File: config.mk
export PLATFORM = sky130hd
export DESIGN_NAME = alu_div_unit
export DESIGN_NICKNAME = d
export VERILOG_FILES = /design/src/rtl/alu_div_unit.sv
export SDC_FILE = /design/constraint.sdc
export NUM_CORES = 1
export LEC_CHECK = 0
export CORE_UTILIZATION = 60
export CTS_CLUSTER_DIAMETER = 150
export DETAILED_ROUTE_END_ITERATION = 8
export HOLD_SLACK_MARGIN = 0.08
export PLACE_DENSITY = 0.82
export SYNTH_ARGS = -nofsm -noshare
export SYNTH_HDL_FRONTEND = slang
export SYNTH_SLANG_ARGS = --single-unit
File: constraint.sdc
create_clock -name clk -period 6.73 [get_ports clk]
set_input_delay 1.346 -clock clk [delete_from_list [all_inputs] [get_ports clk]]
set_output_delay 1.346 -clock clk [all_outputs]
set_load 0.02 [all_outputs]
File: src/rtl/alu_div_unit.sv
// Iterative restoring radix-2 divider for RV32M DIV/DIVU/REM/REMU.
// Produces one quotient bit per clock. Divide-by-zero and signed overflow
// are resolved at acceptance and skip the iteration entirely.
module alu_div_unit #(
  parameter int WIDTH = 32
) (
  input  logic             clk,
  input  logic             rst,
  input  logic             kill,
  input  logic             in_valid,
  output logic             in_ready,
  input  logic [WIDTH-1:0] in_a,
  input  logic [WIDTH-1:0] in_b,
  input  logic [1:0]       div_op,
  output logic             out_valid,
  input  logic             out_ready,
  output logic [WIDTH-1:0] div_result,
  output logic             zero_flag
);

  localparam int CW = (WIDTH > 1) ? $clog2(WIDTH) : 1;
  localparam logic [CW-1:0] LAST_STEP = CW'(WIDTH - 1);
  localparam logic [WIDTH-1:0] INT_MIN = {1'b1, {(WIDTH-1){1'b0}}};

  typedef enum logic [1:0] {
    S_IDLE = 2'd0,
    S_CALC = 2'd1,
    S_DONE = 2'd2
  } state_t;

  state_t           state_q, state_d;
  logic [CW-1:0]    cnt_q, cnt_d;
  logic [WIDTH-1:0] result_q, result_d;
  logic             zero_q, zero_d;
  logic [WIDTH-1:0] rem_q, rem_d;
  logic [WIDTH-1:0] quo_q, quo_d;
  logic [WIDTH-1:0] bmag_q, bmag_d;
  logic             is_rem_q, is_rem_d;
  logic             qneg_q, qneg_d;
  logic             rneg_q, rneg_d;

  logic             accept;
  logic             is_signed_in;
  logic             a_neg;
  logic             b_neg;
  logic             div_by_zero;
  logic             overflow;
  logic             special;
  logic [WIDTH:0]   shifted;
  logic             fits;
  logic [WIDTH-1:0] step_rem;
  logic [WIDTH-1:0] step_quo;
  logic [WIDTH-1:0] final_val;

  // Two's complement negation, used both for magnitudes and sign fixup.
  function automatic logic [WIDTH-1:0] negate(input logic [WIDTH-1:0] v);
    return ~v + WIDTH'(1);
  endfunction

  // Conditional negation: applies the sign fixup only when requested.
  function automatic logic [WIDTH-1:0] cond_negate(input logic [WIDTH-1:0] v,
                                                   input logic neg);
    return neg ? negate(v) : v;
  endfunction

  // Operand classification and a single restoring step.
  always_comb begin
    is_signed_in = ~div_op[0];
    a_neg        = is_signed_in && ($signed(in_a) < 0);
    b_neg        = is_signed_in && ($signed(in_b) < 0);
    div_by_zero  = (in_b == '0);
    overflow     = is_signed_in && (in_a == INT_MIN) && (in_b == '1);
    special      = div_by_zero || overflow;
    accept       = in_valid && (state_q == S_IDLE) && !kill;

    shifted  = {rem_q, quo_q[WIDTH-1]};
    fits     = (shifted >= {1'b0, bmag_q});
    step_rem = fits ? (shifted[WIDTH-1:0] - bmag_q) : shifted[WIDTH-1:0];
    step_quo = {quo_q[WIDTH-2:0], fits};
    final_val = is_rem_q ? cond_negate(step_rem, rneg_q)
                         : cond_negate(step_quo, qneg_q);
  end

  // State register, counter and result registers (reset-controlled).
  always_ff @(posedge clk) begin
    if (rst) begin
      state_q  <= S_IDLE;
      cnt_q    <= '0;
      result_q <= '0;
      zero_q   <= 1'b0;
    end else begin
      state_q  <= state_d;
      cnt_q    <= cnt_d;
      result_q <= result_d;
      zero_q   <= zero_d;
    end
  end

  // Working datapath registers; contents only matter while in CALC.
  always_ff @(posedge clk) begin
    rem_q    <= rem_d;
    quo_q    <= quo_d;
    bmag_q   <= bmag_d;
    is_rem_q <= is_rem_d;
    qneg_q   <= qneg_d;
    rneg_q   <= rneg_d;
  end

  // Next-state logic; kill forces IDLE regardless of handshakes.
  always_comb begin
    state_d = state_q;
    case (state_q)
      S_IDLE: if (in_valid) state_d = special ? S_DONE : S_CALC;
      S_CALC: if (cnt_q == LAST_STEP) state_d = S_DONE;
      S_DONE: if (out_ready) state_d = S_IDLE;
      default: state_d = S_IDLE;
    endcase
    if (kill) state_d = S_IDLE;
  end

  // Datapath next values: latch on accept, iterate in CALC, publish at the end.
  always_comb begin
    cnt_d    = cnt_q;
    result_d = result_q;
    zero_d   = zero_q;
    rem_d    = rem_q;
    quo_d    = quo_q;
    bmag_d   = bmag_q;
    is_rem_d = is_rem_q;
    qneg_d   = qneg_q;
    rneg_d   = rneg_q;
    if (accept) begin
      cnt_d    = '0;
      rem_d    = '0;
      quo_d    = cond_negate(in_a, a_neg);
      bmag_d   = cond_negate(in_b, b_neg);
      is_rem_d = div_op[1];
      qneg_d   = a_neg ^ b_neg;
      rneg_d   = a_neg;
      if (div_by_zero) begin
        result_d = div_op[1] ? in_a : '1;
        zero_d   = div_op[1] ? (in_a == '0) : 1'b0;
      end else if (overflow) begin
        result_d = div_op[1] ? '0 : in_a;
        zero_d   = div_op[1];
      end
    end else if (state_q == S_CALC && !kill) begin
      rem_d = step_rem;
      quo_d = step_quo;
      cnt_d = cnt_q + CW'(1);
      if (cnt_q == LAST_STEP) begin
        result_d = final_val;
        zero_d   = (final_val == '0);
      end
    end
  end

  // Handshake outputs decoded from registered state only.
  always_comb begin
    in_ready   = (state_q == S_IDLE);
    out_valid  = (state_q == S_DONE);
    div_result = result_q;
    zero_flag  = zero_q;
  end

endmodule

==> key figures, run 1 <==
Outcome
  – Outcome: complete, no violations

Critical path
  – R2r setup slk: 0.57 ns
  – CP max FO: 13
  – Critical path's slowest cell: nor4_1
  – Worst Path Required: ~7 ns
  – Worst R2R Path Depth: 19
  – Top cell family by delay on the critical path: simple AND/OR/NAND/NOR gates
  – Crit path buffers/inverters: 1
  – Worst setup SP type: register
  – Critical path depth in cells: 19
  – Crit path cell chain: ha_1 -> nand4_1 -> nor3_1 -> a41oi_1 -> o211a_1 -> nand2_2 -> mux2i_1 -> ha_1 -> nand2_1 -> inv_1 -> o2111ai_1 -> nor4_1 -> a41oi_2 -> or4_4 -> o21ai_1 -> xor2_1 -> a2111o_1 -> or4_1 -> o31ai_1
  – CP dominant cell by count: ha_1
  – Critical path class: reg -> reg
  – Crit end category: register
  – Max incr delay on CP: ~0.55 ns
  – WP data arrival: roughly 6.5 ns

Timing
  – Setup Viol. Count Final: 0
  – Maximum clock frequency: about 0.16 GHz
  – Final hold viol count: 0
  – Worst-margin pin slew: 1.06 ns
  – Max Clock Skew: roughly 0.01 ns
  – Slew Limit Fails: 0
  – Setup tns final: 0 ns
  – Period utilisation layout: roughly nine tenths
  – Minimum clock period: 6.16 ns
  – RSZ-0062 raised after global routing: false
  – Slew HR: 29.0%

Synthesis
  – Synth top area share: 16.5%
  – Synth Area in Compound Gates: between 20% and 30%
  – Asr flop ratio synth: 0%
  – Synthesized cell area: between 10000 and 15000 um2
  – Ys flop type: dfxtp_1
  – Simple-gate share of the synthesized area: a little over a fifth
  – Ranking of synthesized cells by area: edfxtp_1, dfxtp_1, xnor2_1
  – Synth cell count leaders: nand2_1, nor2_1, o21ai_0
  – Post-synthesis sequential area ratio: around 28%
  – Gate Count Post-Synth: 1503
  – Synthesized net count: roughly 1.6k
  – Mean Syn Cell Area: 8.11 um2
  – Largest family of logic cells by synthesized area: compound AO/OA/AOI/OAI gates
  – Synth Warn #: 0
  – Netlist cell types: approximately 110
  – Mux share of post-synthesis cell area: approximately 2.7%
  – Largest area contributor in the netlist: edfxtp_1
  – Post-synthesis xor/xnor area fraction: roughly a tenth
  – Flop and latch count out of synthesis: approximately 140
  – Post-synth EDFFs: 67
  – Synth Area in Adders: ~4.3%
  – Cell with the most instances after synthesis: nand2_1

Layout
  – Fillers: roughly 1.6k
  – Sequential cell area: 3450 um2
  – Diode count: 0
  – NumNets Final: approximately 1.7k
  – Post-Layout Cell Count: 1836
  – Multi-input combinational cell area: between 7000 and 8000 um2
  – Share of cells above drive strength 1: under 10%
  – Layout area overhead: 12.7%

CTS
  – CTS Sinks: approximately 140
  – CTS tree: yes
  – CTS buffer count: 17
  – CTS resizes: 0
  – Clock Tree Root: clkbuf_16
  – Clk slew on worst S/H paths: ~0.070 ns
  – Max Root-Sink Buffers: 2
  – Clock Latency Late Sink: roughly 0.44 ns
  – # Post-CTS Setup Buffers: 0
  – H-tree depth: 4
  – Number of hold buffers added after CTS: 0

Route
  – Total routed wirelength: 37100 um
  – Number of vias per cell: 6.49
  – DRC violations left: 0
  – TritonRoute pass-1 iters: 8
  – Via Count: ~12k
  – Routed Antenna Nets: 0
  – Routed len/inst: approximately 20 um
  – First DRT Iteration DRCs: between 1k and 1.5k

GRT
  – Vias in the first global route: 10.9k
  – Largest net degree at the start of global routing: 86
  – Total grt overflow: 0
  – Global-route wire length before repair: slightly below 60000 um
  – Initial antenna violation count: 0
  – Overall Global Routing Usage: 36.2%

Place
  – IO Port Bufs: 105
  – Cells after DPL: between 1.5k and 2k
  – GPL Wtd Cong: 0.992
  – Post-DP HPWL: between 20000 and 30000 um

Power
  – Cell Pwr Density: between 150 and 200 nW/um2
  – Leak Pwr: just over 5 nW
  – Total Power: 2.36 mW
  – Worst vdd ir: about 0.18 mV

Job
  – Max Cap Violations: 0

Hold path
  – Hold Crit Depth: 2
  – HP Class: reg -> reg

Floorplan
  – CORE AREA: 19700 um2
  – # rows: slightly above 50
  – Die width: roughly 140 um
  – Initial Util: between 60 and 70%
  – Die area: approximately 21000 um2
  – Io pins: 106
  – Die H: around 140 um
==> per-layer routing <==
metal | GRT usage (%) | vias up | routed length (um)
li1 | - | 5649 | -
met5 | 0 | - | 0
met4 | 12.6 | 0 | 937
met1 | 49.9 | 5647 | 16100
met2 | 57.8 | 548 | 17000
met3 | 5.10 | 76 | 3060
==> tightest hold or removal path, delay by kind of cell (launching register included) <==
kind	cells	cell delay, ns
flops	1	0.31
simple gates	1	0.05
compound gates	1	0.05
==> cell usage in the layout (no fill, tap or decap), types with 7 or more instances in the layout <==
cell type        Yosys  final
nand2b_1            12     12
nor4_1              18     18
o31ai_1             32     32
nand3b_1             7      7
o21ai_0            127    127
o21a_1               7      7
o21ai_1              9      9
a21oi_1            104    104
nand3_1             33     33
and2_1               7      7
xnor2_1             78     78
and3_1               9      9
nor3_1              36     36
clkbuf_16            0     17
nand2_1            169    169
clkdlybuf4s50_1      0    105
mux2i_1             29     29
or4_1               10     10
or3_1               26     26
xor2_1              61     61
ha_1                39     39
o41ai_1             12     12
buf_4                4     17
nor2b_1              7      7
dfxtp_1             72     72
a21o_1              20     20
inv_1               58     57
edfxtp_1            67     67
nor2_1             138    136
o211ai_1            35     35
a311oi_1            14     14
a31oi_1             17     17
nand4_1             18     18
a211oi_1            15     15
==> power breakdown <==
part | total [mW] | internal, mW | switching (mW)
Clock | 0.962 | 0.506 | 0.456
Sequential | 0.946 | 0.923 | 0.0232
Combinational | 0.449 | 0.175 | 0.274
==> per-stage QoR <==
step	util (%)	cell area, um2	setup slack (ns)	hold WS (ns)
after floorplan	-	12200	1.30	0.441
after global placement	66.7	13100	1.00	0.446
after detailed placement	66.7	13100	0.829	0.457
after CTS	69.7	13700	0.724	0.466
after global routing	69.7	13700	0.111	0.486
final	69.7	13700	0.571	0.465
==> flip-flops by register name, summed over array words and instances, names as in the netlist <==
name	cells
rneg_q	1
is_rem_q	1
div_result	32
quo_q	32
qneg_q	1
cnt_q	5
zero_flag	1
state_q	2
rem_q	32
bmag_q	32
==> layout make-up <==
class,instances,share of cell area (%)
inverter,61,1.67
sequential,139,25.1
multi-input combinational,1216,57.8
tap,265,2.41
clock inverter,14,1.09
clock buffer,18,3.20
timing repair buffer,123,8.73
==> kinds of logic after synthesis <==
logic type               Yosys count
buffers and inverters            148
adder cells (fa/ha/maj)           42
multiplexers                      31
XOR/XNOR                         139
flip-flops                       139
AO/OA/AOI/OAI                    471
AND/OR/NAND/NOR                  533
==> final timing paths <==
path | to | from
worst max-delay path | zero_flag | rem_q[17]
worst min-delay path | cnt_q[4] | cnt_q[4]
worst min register to register | cnt_q[4] | cnt_q[4]
worst max register to register | zero_flag | rem_q[17]
Note: power is estimated with default switching activity, not from simulation.
==> run 2: changes to the inputs <==
--- a/config.mk
+++ b/config.mk
@@ -5,6 +5,7 @@
 export SDC_FILE = /design/constraint.sdc
 export NUM_CORES = 1
 export LEC_CHECK = 0
+export CORE_MARGIN = 2
 export CORE_UTILIZATION = 60
 export CTS_CLUSTER_DIAMETER = 150
 export DETAILED_ROUTE_END_ITERATION = 8
==> constraint.sdc (replaced) <==
create_clock -name clk -period 6.73 [get_ports clk]
set_input_delay 1.0095 -clock clk [delete_from_list [all_inputs] [get_ports clk]]
set_output_delay 1.0095 -clock clk [all_outputs]
set_load 0.02 [all_outputs]
==> run 2 against run 1 <==
  * Core utilization decreased by 1.4 points
  * Register-to-register slack better by 0.17 ns
  * Sequential power is essentially flat
  * Clock skew about the same
  * Setup slack gained 0.17 ns
  * Routed wire length fell by 1.7%
  * Fmax is 2.9% higher
  * Critical path depth unchanged
  * Hold slack better by 0.010 ns
  * Cell count grew 0.44%
  * Clock power decreased by 3.4%
  * Cell area is essentially flat
  * Largest power group is now registers
  * Highest routed layer unchanged
==> key figures, run 2 (synthesis results as in run 1) <==
Critical path
  – WP data arrival: 6.33 ns (was 6.51 ns)
  – Crit end category: register (unchanged)
  – Critical path class: reg -> reg (unchanged)
  – CP max FO: 9 (was 13)
  – Worst Path Required: 7.07 ns (was 7.08 ns)
  – Worst R2R Path Depth: 19 (unchanged)
  – Worst setup SP type: register (unchanged)

Route
  – Routed len/inst: 19.8 um (was 20.2 um)
  – Routed Antenna Nets: 0 (unchanged)
  – Number of vias per cell: 6.45 (was 6.49)
  – DRC violations left: 0 (unchanged)
  – Total routed wirelength: 36400 um (was 37100 um)
  – Via Count: 11.9k (about the same)
  – First DRT Iteration DRCs: 1054 (was 1264)
  – TritonRoute pass-1 iters: 6 (was 8)

GRT
  – Global-route wire length before repair: 57900 um (was 58200 um)
  – Total grt overflow: 0 (unchanged)
  – Vias in the first global route: 11.0k (was 10.9k)
  – Largest net degree at the start of global routing: 86 (unchanged)
  – Overall Global Routing Usage: 33.7% (was 36.2%)
  – Initial antenna violation count: 1 (was 0)

Power
  – Clock share of power: 40.0% (was 40.8%)
  – Flop pwr share: 40.8% (was 40.1%)
  – Psw: 0.719 mW (was 0.753 mW)
  – Cell Int Power: 1.60 mW (about the same)
  – Combinational share of power: 19.2% (was 19.0%)
  – Cell Pwr Density: 169 nW/um2 (was 172 nW/um2)
  – Leak Pwr: 5.12 nW (about the same)
  – Worst vdd ir: 0.218 mV (was 0.178 mV)
  – Switch share: 30.9% (was 32.0%)
  – Total Power: 2.32 mW (was 2.36 mW)

CTS
  – H-tree depth: 4 (unchanged)
  – CTS Sinks: 139 (unchanged)
  – Clock Latency Late Sink: 0.43 ns (was 0.44 ns)
  – CTS tree: yes (unchanged)
  – CTS buffer count: 17 (unchanged)
  – # Post-CTS Setup Buffers: 0 (unchanged)
  – Number of hold buffers added after CTS: 0 (unchanged)
  – CTS resizes: 0 (unchanged)
  – Clock Tree Root: clkbuf_16 (unchanged)
  – Clk slew on worst S/H paths: 0.07 ns (about the same)
  – Max Root-Sink Buffers: 2 (unchanged)

Layout
  – NumNets Final: 1672 (was 1669)
  – Commonest cells after routing, fill and taps aside: nand2_1, nor2_1, o21ai_0 (unchanged)
  – Diode count: 0 (unchanged)
  – Share of cells above drive strength 1: 7.75% (was 7.57%)
  – Fin area: 13700 um2 (about the same)
  – Multi-input combinational cell area: 7940 um2 (unchanged)
  – Fillers: 1682 (was 1649)
  – Sequential cell area: 3450 um2 (unchanged)
  – Layout area overhead: 12.7% (about the same)
  – Commonest non-fill, non-tap cell in the layout: nand2_1 (unchanged)
  – Util after Layout: 68.3% (was 69.7%)

Outcome
  – Outcome: complete, no violations (unchanged)

Timing
  – Worst-margin pin slew: 1.03 ns (was 1.06 ns)
  – Slew Limit Fails: 0 (unchanged)
  – Final hold viol count: 0 (unchanged)
  – Setup Viol. Count Final: 0 (unchanged)
  – Period utilisation layout: 89.0% (was 91.5%)
  – Maximum clock frequency: 0.167 GHz (was 0.162 GHz)
  – Setup tns final: 0 ns (unchanged)
  – Max Clock Skew: 0.0106 ns (was 0.0103 ns)
  – Slew HR: 31.0% (was 29.0%)
  – Minimum clock period: 5.99 ns (was 6.16 ns)
  – RSZ-0062 raised after global routing: false (unchanged)

Floorplan
  – CORE AREA: 20100 um2 (was 19700 um2)
  – Die area: 21500 um2 (was 20900 um2)
  – Io pins: 106 (unchanged)
  – Die width: 147 um (was 145 um)
  – Initial Util: 60.6% (was 61.8%)
  – # rows: 52 (was 51)
  – Die H: 147 um (was 145 um)

Place
  – Post-DP Area: 13200 um2 (was 13100 um2)
  – IO Port Bufs: 105 (unchanged)
  – GPL Wtd Cong: 0.982 (was 0.992)
  – Post-DP HPWL: 27400 um (was 28000 um)

Job
  – Max Cap Violations: 0 (unchanged)

Hold path
  – Hold Crit Depth: 2 (unchanged)
  – HP Class: reg -> reg (unchanged)
run 2: cell count changes in the layout (fill, tap and decap cells not counted), sizes merged:
cell	before	now
clkinvlp	0	3
inv	68	69
buf	18	21
clkinv	7	3
run 2: area by class of cell:
cell class,count,share of cell area [%]
Multi-Input combinational cell,1216,57.8
Tap cell,270,2.46
Clock buffer,18,3.28
Sequential cell,139,25.1
Inverter,61,1.67
Timing Repair Buffer,126,8.80
Clock inverter,14,0.875
run 2: layer usage:
metal | global-route usage (%) | share of wire (%)
met4 | 13.1 | 3.7
met2 | 55.1 | 47
met3 | 3.66 | 6.6
met5 | 0 | 0
met1 | 45.9 | 43
run 2: path summary, 6_finish.rpt:
path | from | end | slack [ns]
worst max-delay path | rem_q[3] | zero_flag | 0.74
worst min-delay path | cnt_q[1] | cnt_q[1] | 0.48
worst max register to register | rem_q[3] | zero_flag | 0.74
worst min register to register | cnt_q[1] | cnt_q[1] | 0.48
run 2: power groups by stage:
stage	logic [mW]	registers, mW	clock network [mW]
2_1_floorplan	0.300	0.958	0
3_3_place_gp	0.427	0.965	0
3_5_place_dp	0.434	0.966	0
4_1_cts	0.438	0.947	0.934
5_1_grt	0.484	0.951	0.963
6_report	0.446	0.948	0.929
run 2: critical path: stages, from the launching register on:
cell and delay (ns):
dfxtp_1 0.41, ha_1 0.53, nand4_1 0.17, nor4_1 0.37, a41oi_1 0.23, o211a_1 0.37
nand2_2 0.21, mux2i_1 0.32, ha_1 0.26, nand2_1 0.09, inv_1 0.09, o2111ai_1 0.15
nor4_1 0.50, a41oi_2 0.29, or4_4 0.52, o21ai_1 0.18, xor2_1 0.10, a2111o_1 0.41
or4_1 0.47, o31ai_1 0.24
run 2: through the flow:
step,instances,setup WS (ns),hold slack [ns]
after floorplan,1503,1.30,0.441
after global placement,1812,0.975,0.445
after detailed placement,1812,0.940,0.459
after CTS,1844,0.877,0.468
after global routing,1844,0.348,0.505
final,1844,0.741,0.475
==> run 3: changes to the inputs <==
--- a/config.mk
+++ b/config.mk
@@ -6,11 +6,11 @@
 export NUM_CORES = 1
 export LEC_CHECK = 0
 export CORE_MARGIN = 2
-export CORE_UTILIZATION = 60
+export CORE_UTILIZATION = 45
 export CTS_CLUSTER_DIAMETER = 150
 export DETAILED_ROUTE_END_ITERATION = 8
 export HOLD_SLACK_MARGIN = 0.08
-export PLACE_DENSITY = 0.82
+export SETUP_SLACK_MARGIN = 0.2
 export SYNTH_ARGS = -nofsm -noshare
 export SYNTH_HDL_FRONTEND = slang
 export SYNTH_SLANG_ARGS = --single-unit
==> run 3 against run 2 <==
  * Via count shrank 3.6%
  * Cell count increased by 3.7%
  * Critical endpoint unchanged
  * Clock skew increased by 0.0038 ns
  * Largest cell class unchanged
==> key figures, run 3 (synthesis results as in run 1) <==
Timing
  – Hold WS: 0.480 ns (was 0.475 ns)
  – Setup Viol. Count Final: 0 (unchanged)
  – Maximum clock frequency: 0.166 GHz (was 0.167 GHz)
  – Slew Limit Fails: 0 (unchanged)
  – Minimum clock period: 6.03 ns (was 5.99 ns)
  – Final hold viol count: 0 (unchanged)
  – Period utilisation layout: 89.6% (was 89.0%)
  – Slew HR: 28.5% (was 31.0%)
  – Worst-margin pin slew: 1.07 ns (was 1.03 ns)
  – Setup tns final: 0 ns (unchanged)
  – Max Clock Skew: 0.0143 ns (was 0.0106 ns)
  – RSZ-0062 raised after global routing: false (unchanged)

Layout
  – Share of cells above drive strength 1: 7.63% (was 7.75%)
  – Diode count: 0 (unchanged)
  – Commonest cells after routing, fill and taps aside: nand2_1, nor2_1, o21ai_0 (unchanged)
  – Fillers: 2641 (was 1682)
  – Layout area overhead: 13.4% (was 12.7%)
  – Commonest non-fill, non-tap cell in the layout: nand2_1 (unchanged)
  – Util after Layout: 51.6% (was 68.3%)
  – NumNets Final: 1670 (was 1672)

Floorplan
  – Die H: 169 um (was 147 um)
  – Initial Util: 45.5% (was 60.6%)
  – Die width: 169 um (was 147 um)
  – Die area: 28400 um2 (was 21500 um2)
  – # rows: 60 (was 52)
  – CORE AREA: 26800 um2 (was 20100 um2)
  – Io pins: 106 (unchanged)

Route
  – Metal3 WL: 1860 um (was 2400 um)
  – Met2 routed WL: 17600 um (was 16900 um)
  – Top layer in use: met4 (unchanged)
  – Routed Antenna Nets: 0 (unchanged)
  – DRC violations left: 0 (unchanged)
  – TritonRoute pass-1 iters: 5 (was 6)
  – First DRT Iteration DRCs: 961 (was 1054)
  – Via Count: 11.5k (was 11.9k)
  – Total routed wirelength: 37400 um (was 36400 um)
  – Met1 WL: 17200 um (was 15800 um)
  – Number of vias per cell: 5.99 (was 6.45)
  – Routed len/inst: 19.6 um (was 19.8 um)

Outcome
  – Outcome: complete, no violations (unchanged)

Power
  – Clock share of power: 40.8% (was 40.0%)
  – Cell Pwr Density: 170 nW/um2 (was 169 nW/um2)
  – Combinational share of power: 18.9% (was 19.2%)
  – Leak Pwr: 5.12 nW (about the same)
  – Switch share: 31.1% (was 30.9%)
  – Worst vdd ir: 0.168 mV (was 0.218 mV)
  – Flop pwr share: 40.3% (was 40.8%)
  – Cell Int Power: 1.62 mW (was 1.60 mW)
  – Total Power: 2.35 mW (was 2.32 mW)
  – Psw: 0.730 mW (was 0.719 mW)

CTS
  – CTS Sinks: 139 (unchanged)
  – Max Root-Sink Buffers: 2 (unchanged)
  – CTS tree: yes (unchanged)
  – CTS resizes: 0 (unchanged)
  – # Post-CTS Setup Buffers: 0 (unchanged)
  – Clock Tree Root: clkbuf_16 (unchanged)
  – Clock Latency Late Sink: 0.44 ns (was 0.43 ns)
  – Clk slew on worst S/H paths: 0.07 ns (about the same)
  – CTS buffer count: 17 (unchanged)
  – Number of hold buffers added after CTS: 0 (unchanged)
  – H-tree depth: 4 (unchanged)

Critical path
  – Critical path class: reg -> reg (unchanged)
  – CP dominant cell by count: ha_1
  – R2r setup slk: 0.70 ns (was 0.74 ns)
  – WP data arrival: 6.39 ns (was 6.33 ns)
  – Worst setup SP type: register (unchanged)
  – CP max FO: 12 (was 9)
  – Max incr delay on CP: 0.53 ns (about the same)
  – Top cell family by delay on the critical path: simple AND/OR/NAND/NOR gates (unchanged)
  – Crit path cell chain: ha_1 -> nand4_1 -> nor3_1 -> a41oi_1 -> o211a_1 -> nand2_2 -> mux2i_1 -> ha_1 -> nand2_1 -> inv_1 -> o2111ai_1 -> nor4_1 -> a41oi_2 -> or4_4 -> o21ai_1 -> xor2_1 -> a2111o_1 -> or4_1 -> o31ai_1 (was ha_1 -> nand4_1 -> nor4_1 -> a41oi_1 -> o211a_1 -> nand2_2 -> mux2i_1 -> ha_1 -> nand2_1 -> inv_1 -> o2111ai_1 -> nor4_1 -> a41oi_2 -> or4_4 -> o21ai_1 -> xor2_1 -> a2111o_1 -> or4_1 -> o31ai_1)
  – Crit path buffers/inverters: 1 (unchanged)
  – Worst Path Required: 7.09 ns (was 7.07 ns)
  – Critical path's slowest cell: or4_4 (was ha_1)
  – Crit end category: register (unchanged)

Place
  – IO Port Bufs: 105 (unchanged)
  – Post-DP HPWL: 28800 um (was 27400 um)
  – GPL Wtd Cong: 0.902 (was 0.982)

GRT
  – Overall Global Routing Usage: 26.1% (was 33.7%)
  – Largest net degree at the start of global routing: 86 (unchanged)
  – Vias in the first global route: 10.8k (was 11.0k)
  – Initial antenna violation count: 1 (unchanged)
  – Total grt overflow: 0 (unchanged)
  – Global-route wire length before repair: 58500 um (was 57900 um)

Job
  – Max Cap Violations: 0 (unchanged)

Hold path
  – HP Class: reg -> reg (unchanged)
==> run 3: cell count changes in the layout (fill, tap and decap cells not counted) <==
cell / before / now
buf_4: 21 / 19
clkbuf_8: 0 / 1
clkinv_2: 1 / 0
clkinvlp_4: 3 / 2
inv_6: 5 / 6
==> run 3: area by class of cell <==
cell class	count	area, um2	share of cell area [%]
clock buffers	19	464	3.36
clock inverters	13	116	0.842
inverters	61	229	1.66
multi-input cells	1216	7940	57.4
flip-flops and latches	139	3450	25.0
well taps	341	427	3.09
repair buffers	124	1190	8.64
==> run 3: final timing paths <==
kind              cells after the start       from   endpoint
setup / recovery                     19  rem_q[17]  zero_flag
hold / removal                        2   cnt_q[4]   cnt_q[4]
setup reg to reg                     19  rem_q[17]  zero_flag
hold reg to reg                       2   cnt_q[4]   cnt_q[4]
==> run 3: worst register-to-register path: stages (launching register included) <==
cell	delay [ns]
dfxtp_1	0.38
ha_1	0.51
nand4_1	0.17
nor3_1	0.36
a41oi_1	0.23
o211a_1	0.36
nand2_2	0.24
mux2i_1	0.33
ha_1	0.25
nand2_1	0.08
inv_1	0.08
o2111ai_1	0.15
nor4_1	0.51
a41oi_2	0.30
or4_4	0.53
o21ai_1	0.19
xor2_1	0.12
a2111o_1	0.44
or4_1	0.48
o31ai_1	0.23
==> run 3: routing by layer <==
layer	global-route usage, %	up-vias
met1	36.1	5463
met2	43.2	302
met5	0	-
met4	6.78	0
li1	-	5658
met3	3.37	42
==> run 3: power groups by stage <==
stage	clock, mW	combinational [mW]	sequential [mW]
2_1_floorplan	0	0.300	0.958
3_3_place_gp	0	0.437	0.964
3_5_place_dp	0	0.440	0.965
4_1_cts	0.974	0.442	0.946
5_1_grt	1.01	0.487	0.949
6_report	0.957	0.444	0.946
==> run 3: per-stage QoR <==
stage / cells / area [um2] / setup slack, ns
floorplan: 1503 / 12200 / 1.30
global placement: 1881 / 13200 / 0.993
detailed placement: 1881 / 13200 / 0.823
CTS: 1913 / 13800 / 0.792
global route: 1913 / 13800 / 0.249
finish: 1913 / 13800 / 0.697
